==> src/rtl/gpout_pkg.sv <==
// rtl/gpout_pkg.sv - op codes and pulse FSM state encoding for gpout_ctrl
package gpout_pkg;

  localparam logic [2:0] GP_OP_LOAD   = 3'd0;
  localparam logic [2:0] GP_OP_SET    = 3'd1;
  localparam logic [2:0] GP_OP_CLR    = 3'd2;
  localparam logic [2:0] GP_OP_TOGGLE = 3'd3;
  localparam logic [2:0] GP_OP_PULSE  = 3'd4;

  typedef enum logic [0:0] {
    GP_ST_IDLE  = 1'b0,
    GP_ST_PULSE = 1'b1
  } gp_state_e;

endpackage

==> src/rtl/gpout_pulse_timer.sv <==
// rtl/gpout_pulse_timer.sv - pulse FSM and down-counter; expire marks the final pulse cycle
module gpout_pulse_timer
  import gpout_pkg::*;
#(
  parameter int PW = 16
) (
  input  logic          clk,
  input  logic          rst_n,
  input  logic          start,
  input  logic [PW-1:0] len,
  output logic          busy,
  output logic          expire
);

  gp_state_e     state_q, state_d;
  logic [PW-1:0] cnt_q, cnt_d;

  // State and counter registers; reset abandons any pulse in flight
  always_ff @(posedge clk or negedge rst_n) begin
    if (!rst_n) begin
      state_q <= GP_ST_IDLE;
      cnt_q   <= '0;
    end else begin
      state_q <= state_d;
      cnt_q   <= cnt_d;
    end
  end

  // Next state: load len-1 on start (caller guarantees len != 0), count down to zero, then idle
  always_comb begin
    state_d = state_q;
    cnt_d   = cnt_q;
    case (state_q)
      GP_ST_IDLE: begin
        if (start) begin
          state_d = GP_ST_PULSE;
          cnt_d   = len - PW'(1);
        end
      end
      GP_ST_PULSE: begin
        if (cnt_q == '0) begin
          state_d = GP_ST_IDLE;
        end else begin
          cnt_d = cnt_q - PW'(1);
        end
      end
      default: state_d = GP_ST_IDLE;
    endcase
  end

  // Outputs depend on state only: busy for the whole pulse, expire on its last cycle
  always_comb begin
    busy   = (state_q == GP_ST_PULSE);
    expire = (state_q == GP_ST_PULSE) && (cnt_q == '0);
  end

endmodule

==> src/rtl/gpout_ctrl.sv <==
// rtl/gpout_ctrl.sv - registered masked output bits; timed pulses built only with GPOUT_PULSE_EN
module gpout_ctrl
  import gpout_pkg::*;
#(
  parameter int               WIDTH     = 32,
  parameter int               PW        = 16,
  parameter logic [WIDTH-1:0] RESET_VAL = '0
) (
  input  logic             clk,
  input  logic             rst_n,
  input  logic             cmd_valid,
  output logic             cmd_ready,
  input  logic [2:0]       cmd_op,
  input  logic [WIDTH-1:0] cmd_mask,
  input  logic [WIDTH-1:0] cmd_data,
  input  logic [PW-1:0]    cmd_len,
  output logic [WIDTH-1:0] gpout,
  output logic             busy,
  output logic             done
);

  logic [WIDTH-1:0] gpout_q, gpout_d;
  logic             accept;

`ifdef GPOUT_PULSE_EN
  logic [WIDTH-1:0] pulse_mask_q, pulse_mask_d;
  logic             done_q, done_d;
  logic             pulse_cmd, pulse_start, pulse_nop;
  logic             tmr_busy, tmr_expire;

  gpout_pulse_timer #(.PW(PW)) u_timer (
    .clk    (clk),
    .rst_n  (rst_n),
    .start  (pulse_start),
    .len    (cmd_len),
    .busy   (tmr_busy),
    .expire (tmr_expire)
  );

  // A pulse only runs when it would actually change something; otherwise it just reports done
  always_comb begin
    pulse_cmd   = accept && (cmd_op == GP_OP_PULSE);
    pulse_start = pulse_cmd && (cmd_len != '0) && (cmd_mask != '0);
    pulse_nop   = pulse_cmd && !pulse_start;
    pulse_mask_d = pulse_start ? cmd_mask : pulse_mask_q;
    done_d       = tmr_expire || pulse_nop;
  end

  // Pulse mask and done strobe registers
  always_ff @(posedge clk or negedge rst_n) begin
    if (!rst_n) begin
      pulse_mask_q <= '0;
      done_q       <= 1'b0;
    end else begin
      pulse_mask_q <= pulse_mask_d;
      done_q       <= done_d;
    end
  end

  assign cmd_ready = !tmr_busy;
  assign busy      = tmr_busy;
  assign done      = done_q;
`else
  logic unused_len;
  assign unused_len = ^cmd_len;
  assign cmd_ready  = 1'b1;
  assign busy       = 1'b0;
  assign done       = 1'b0;
`endif

  assign accept = cmd_valid && cmd_ready;

  // Op decode; pulse revert cannot collide with a command because ready is low while busy
  always_comb begin
    gpout_d = gpout_q;
    if (accept) begin
      case (cmd_op)
        GP_OP_LOAD:   gpout_d = (gpout_q & ~cmd_mask) | (cmd_data & cmd_mask);
        GP_OP_SET:    gpout_d = gpout_q | cmd_mask;
        GP_OP_CLR:    gpout_d = gpout_q & ~cmd_mask;
        GP_OP_TOGGLE: gpout_d = gpout_q ^ cmd_mask;
`ifdef GPOUT_PULSE_EN
        GP_OP_PULSE:  if (pulse_start) gpout_d = gpout_q ^ cmd_mask;
`endif
        default:      gpout_d = gpout_q;
      endcase
    end
`ifdef GPOUT_PULSE_EN
    if (tmr_expire) gpout_d = gpout_q ^ pulse_mask_q;
`endif
  end

  // Output bit register
  always_ff @(posedge clk or negedge rst_n) begin
    if (!rst_n) begin
      gpout_q <= RESET_VAL;
    end else begin
      gpout_q <= gpout_d;
    end
  end

  assign gpout = gpout_q;

endmodule

==> config.mk <==
export PLATFORM = sky130hd
export DESIGN_NAME = gpout_ctrl
export DESIGN_NICKNAME = d
export VERILOG_FILES = /design/src/rtl/gpout_pkg.sv /design/src/rtl/gpout_pulse_timer.sv /design/src/rtl/gpout_ctrl.sv
export SDC_FILE = /design/constraint.sdc
export NUM_CORES = 1
export LEC_CHECK = 0
export CORE_AREA = 2 2 120 64
export DETAILED_ROUTE_END_ITERATION = 16
export DIE_AREA = 0 0 122 66
export GPL_TIMING_DRIVEN = 0
export PLACE_DENSITY = 0.83
export SLEW_MARGIN = 0
export SYNTH_ARGS = -nofsm -noshare
export SYNTH_HDL_FRONTEND = slang
export SYNTH_SLANG_ARGS = --single-unit
export TNS_END_PERCENT = 1
==> constraint.sdc <==
create_clock -name clk -period 2.24 [get_ports clk]
set_input_delay 0.224 -clock clk [delete_from_list [all_inputs] [get_ports clk]]
set_output_delay 0.224 -clock clk [all_outputs]
set_load 0.03 [all_outputs]
==> impl_metrics.yaml <==
timing:
  worstMarginPinSlew_ns: 0.7747
  finalSetupViolations: 0
  fin_crit_ns: 1.742
  drv_slew: 0
  skew_ns: 0
  slew_headroom: 0.4835
  setup_tns_ns: 0
  whs_ns: 0.02232
  finalHoldViolCount: 0
  rsz0062_at_grt: "false"
  period_share: 0.7777
  fmax_ghz: 0.5740
clock_network:
  hold_buffers: 0
  tritoncts: "done"
  clock_sinks: 32
  clock_latency_ns: 0.27
  post_cts_buffers: 0
  cts_buffers: 5
  root_buffer: "clkbuf_16"
  clockBufferDepth: 2
  cts-resized-gates: 0
  htree_levels: 2
  clk_pin_slew_worst_paths_ns: 0.06
logic_synthesis:
  netlist_instances: 386
  netlist_area_um2: 3327
  ys_types: 17
  yosysWarnings: 0
  avgSynthCellArea_um2: 8.619
  synth_seq_cells: 32
  synth-seq-area-share: 0.2407
worst_setup_path:
  cp.required_ns: 2.40
  ff2ff_setup_slack_ns: 0.80
  critical_path_class: "in -> reg"
  cp-startpoint: "cmd_valid"
  crit_fanout: 10
  r2r_cells: 5
  arrival_ns: 1.90
  critPathLaunchType: "primary input"
  setup.worst_path.end_class: "flip-flop"
detailed_routing:
  ant_nets: 0
  drc_errors: 0
  vias: 3358
  routedWlPerCell_um: 16.66
  drtIter0Drc: 262
  avgViaCountPerCell: 5.692
  route.final.wire_length_mm: 9.828
  firstDrtPassIters: 5
layout:
  final_cell_mix: "98 x clkdlybuf4s50_1, 64 x inv_1, 64 x nand2_1, 64 x ha_1"
  syn_to_final_growth_pct: 38.28
  final_cell_area_um2: 4601
  layout.nets: 643
  num_antenna_cells: 0
  final_layout_size_suffix_gt1_frac: 0.05466
  layout_commonest_cell: "clkdlybuf4s50_1"
die:
  fp.dieArea_um2: 8052
  row_count: 22
  core-area_um2: 7019
  start_util: 0.4740
  num_io_pins: 121
  dieWidth_um: 122
  die-height_um: 66
power:
  sequentialPowerShare: 0.289
  ir_drop_mv: 0.3460
  powerDensity_nw_per_um2: 625.9
  switching_share: 0.3704
  leakage_uw: 0.002276
  pwr-share-clk: 0.269
  p_int_uw: 1813
  power_switching_uw: 1067
  pwr-share-comb: 0.442
place:
  place_hpwl_mm: 7.337
  io_buffers: 99
  gp_congestion: 0.8286
  place_area_um2: 4437
global_routing:
  antenna_found_initial: 0
  grt_pass1_wl_mm: 16.25
  grtUsageTotal: 0.2543
  grt_overflow: 0
  grt_start_max_net_pins: 33
  first_global_vias: 3415
worst_hold_path:
  hp-class: "in -> async"
outcome:
  status: "completed"
run:
  maxCapViolations: 0
[area by class of cell]
cell class	instances	area, µm²
buffer	28	163.9
clock buffer	6	128.9
sequential	32	800.8
timing repair buffer	99	985.9
clock inverter	2	35.03
multi-input combinational	263	2126
tap	96	120.1
inverter	64	240.2
fill	582	2419
[metal layers]
layer,global-route usage,wire length [µm]
met4,0.06322,56
met3,0.05172,862
met5,0,0
met2,0.4302,4497
met1,0.3349,4412
[logic make-up after synthesis]
logic type	count (synthesis)	synth area share
compound gates	96	0.2166
fa+ha+maj	64	0.2407
buf+inv	92	0.1215
flops	32	0.2407
mux	32	0.09628
other cells	2	0.002257
simple gates	68	0.08199
[metrics by stage]
step,setup WS [ns],std cells,utilization,power [µW]
global route,0.3930,590,0.6554,3058
CTS,0.5028,590,0.6554,2883
floorplan,0.8296,387,-,1547
detailed placement,0.2129,582,0.6321,2094
finish,0.4979,590,0.6554,2879
global placement,0.2343,582,0.6328,2021
[Yosys cell counts]
cell,instances,area (µm²)
ha_1,64,800.8
buf_6,2,22.52
a22oi_1,32,240.2
buf_2,5,25.02
dfrtp_1,32,800.8
buf_4,10,75.07
clkbuf_1,11,41.29
nand2_1,64,240.2
nor2b_1,1,6.260
inv_1,64,240.2
nor2_2,1,6.260
or2_1,1,6.260
a32o_1,32,320.3
nor2b_4,1,13.76
mux2i_1,32,320.3
conb_1,2,7.510
o21ai_0,32,160.2
[power groups by stage]
stage               Combinational, µW  Sequential, µW  Clock [µW]
finish                           1270             833         774
global route                     1390             849         817
CTS                              1270             829         784
detailed placement               1260             837           0
global placement                 1200             825           0
floorplan                         515            1030           0
[critical path, cell delays in order]
cell,delay [ns]
clkdlybuf4s50_1,0.44
nor2b_1,0.12
buf_2,0.23
clkbuf_1,0.42
o21ai_0,0.22
a32o_1,0.25
[worst min-delay path by stage]
stage / startpoint / endpoint / slack, ns / depth (start not counted)
2_1_floorplan: rst_n / async pin / -0.07 / 0
3_3_place_gp: flip-flop / flip-flop / 0.54 / 1
3_5_place_dp: rst_n / async pin / 0.35 / 1
4_1_cts: rst_n / async pin / 0.04 / 1
5_1_grt: rst_n / async pin / 0.09 / 1
6_report: rst_n / async pin / 0.02 / 1
No activity file was read; power rests on OpenSTA's default activity.
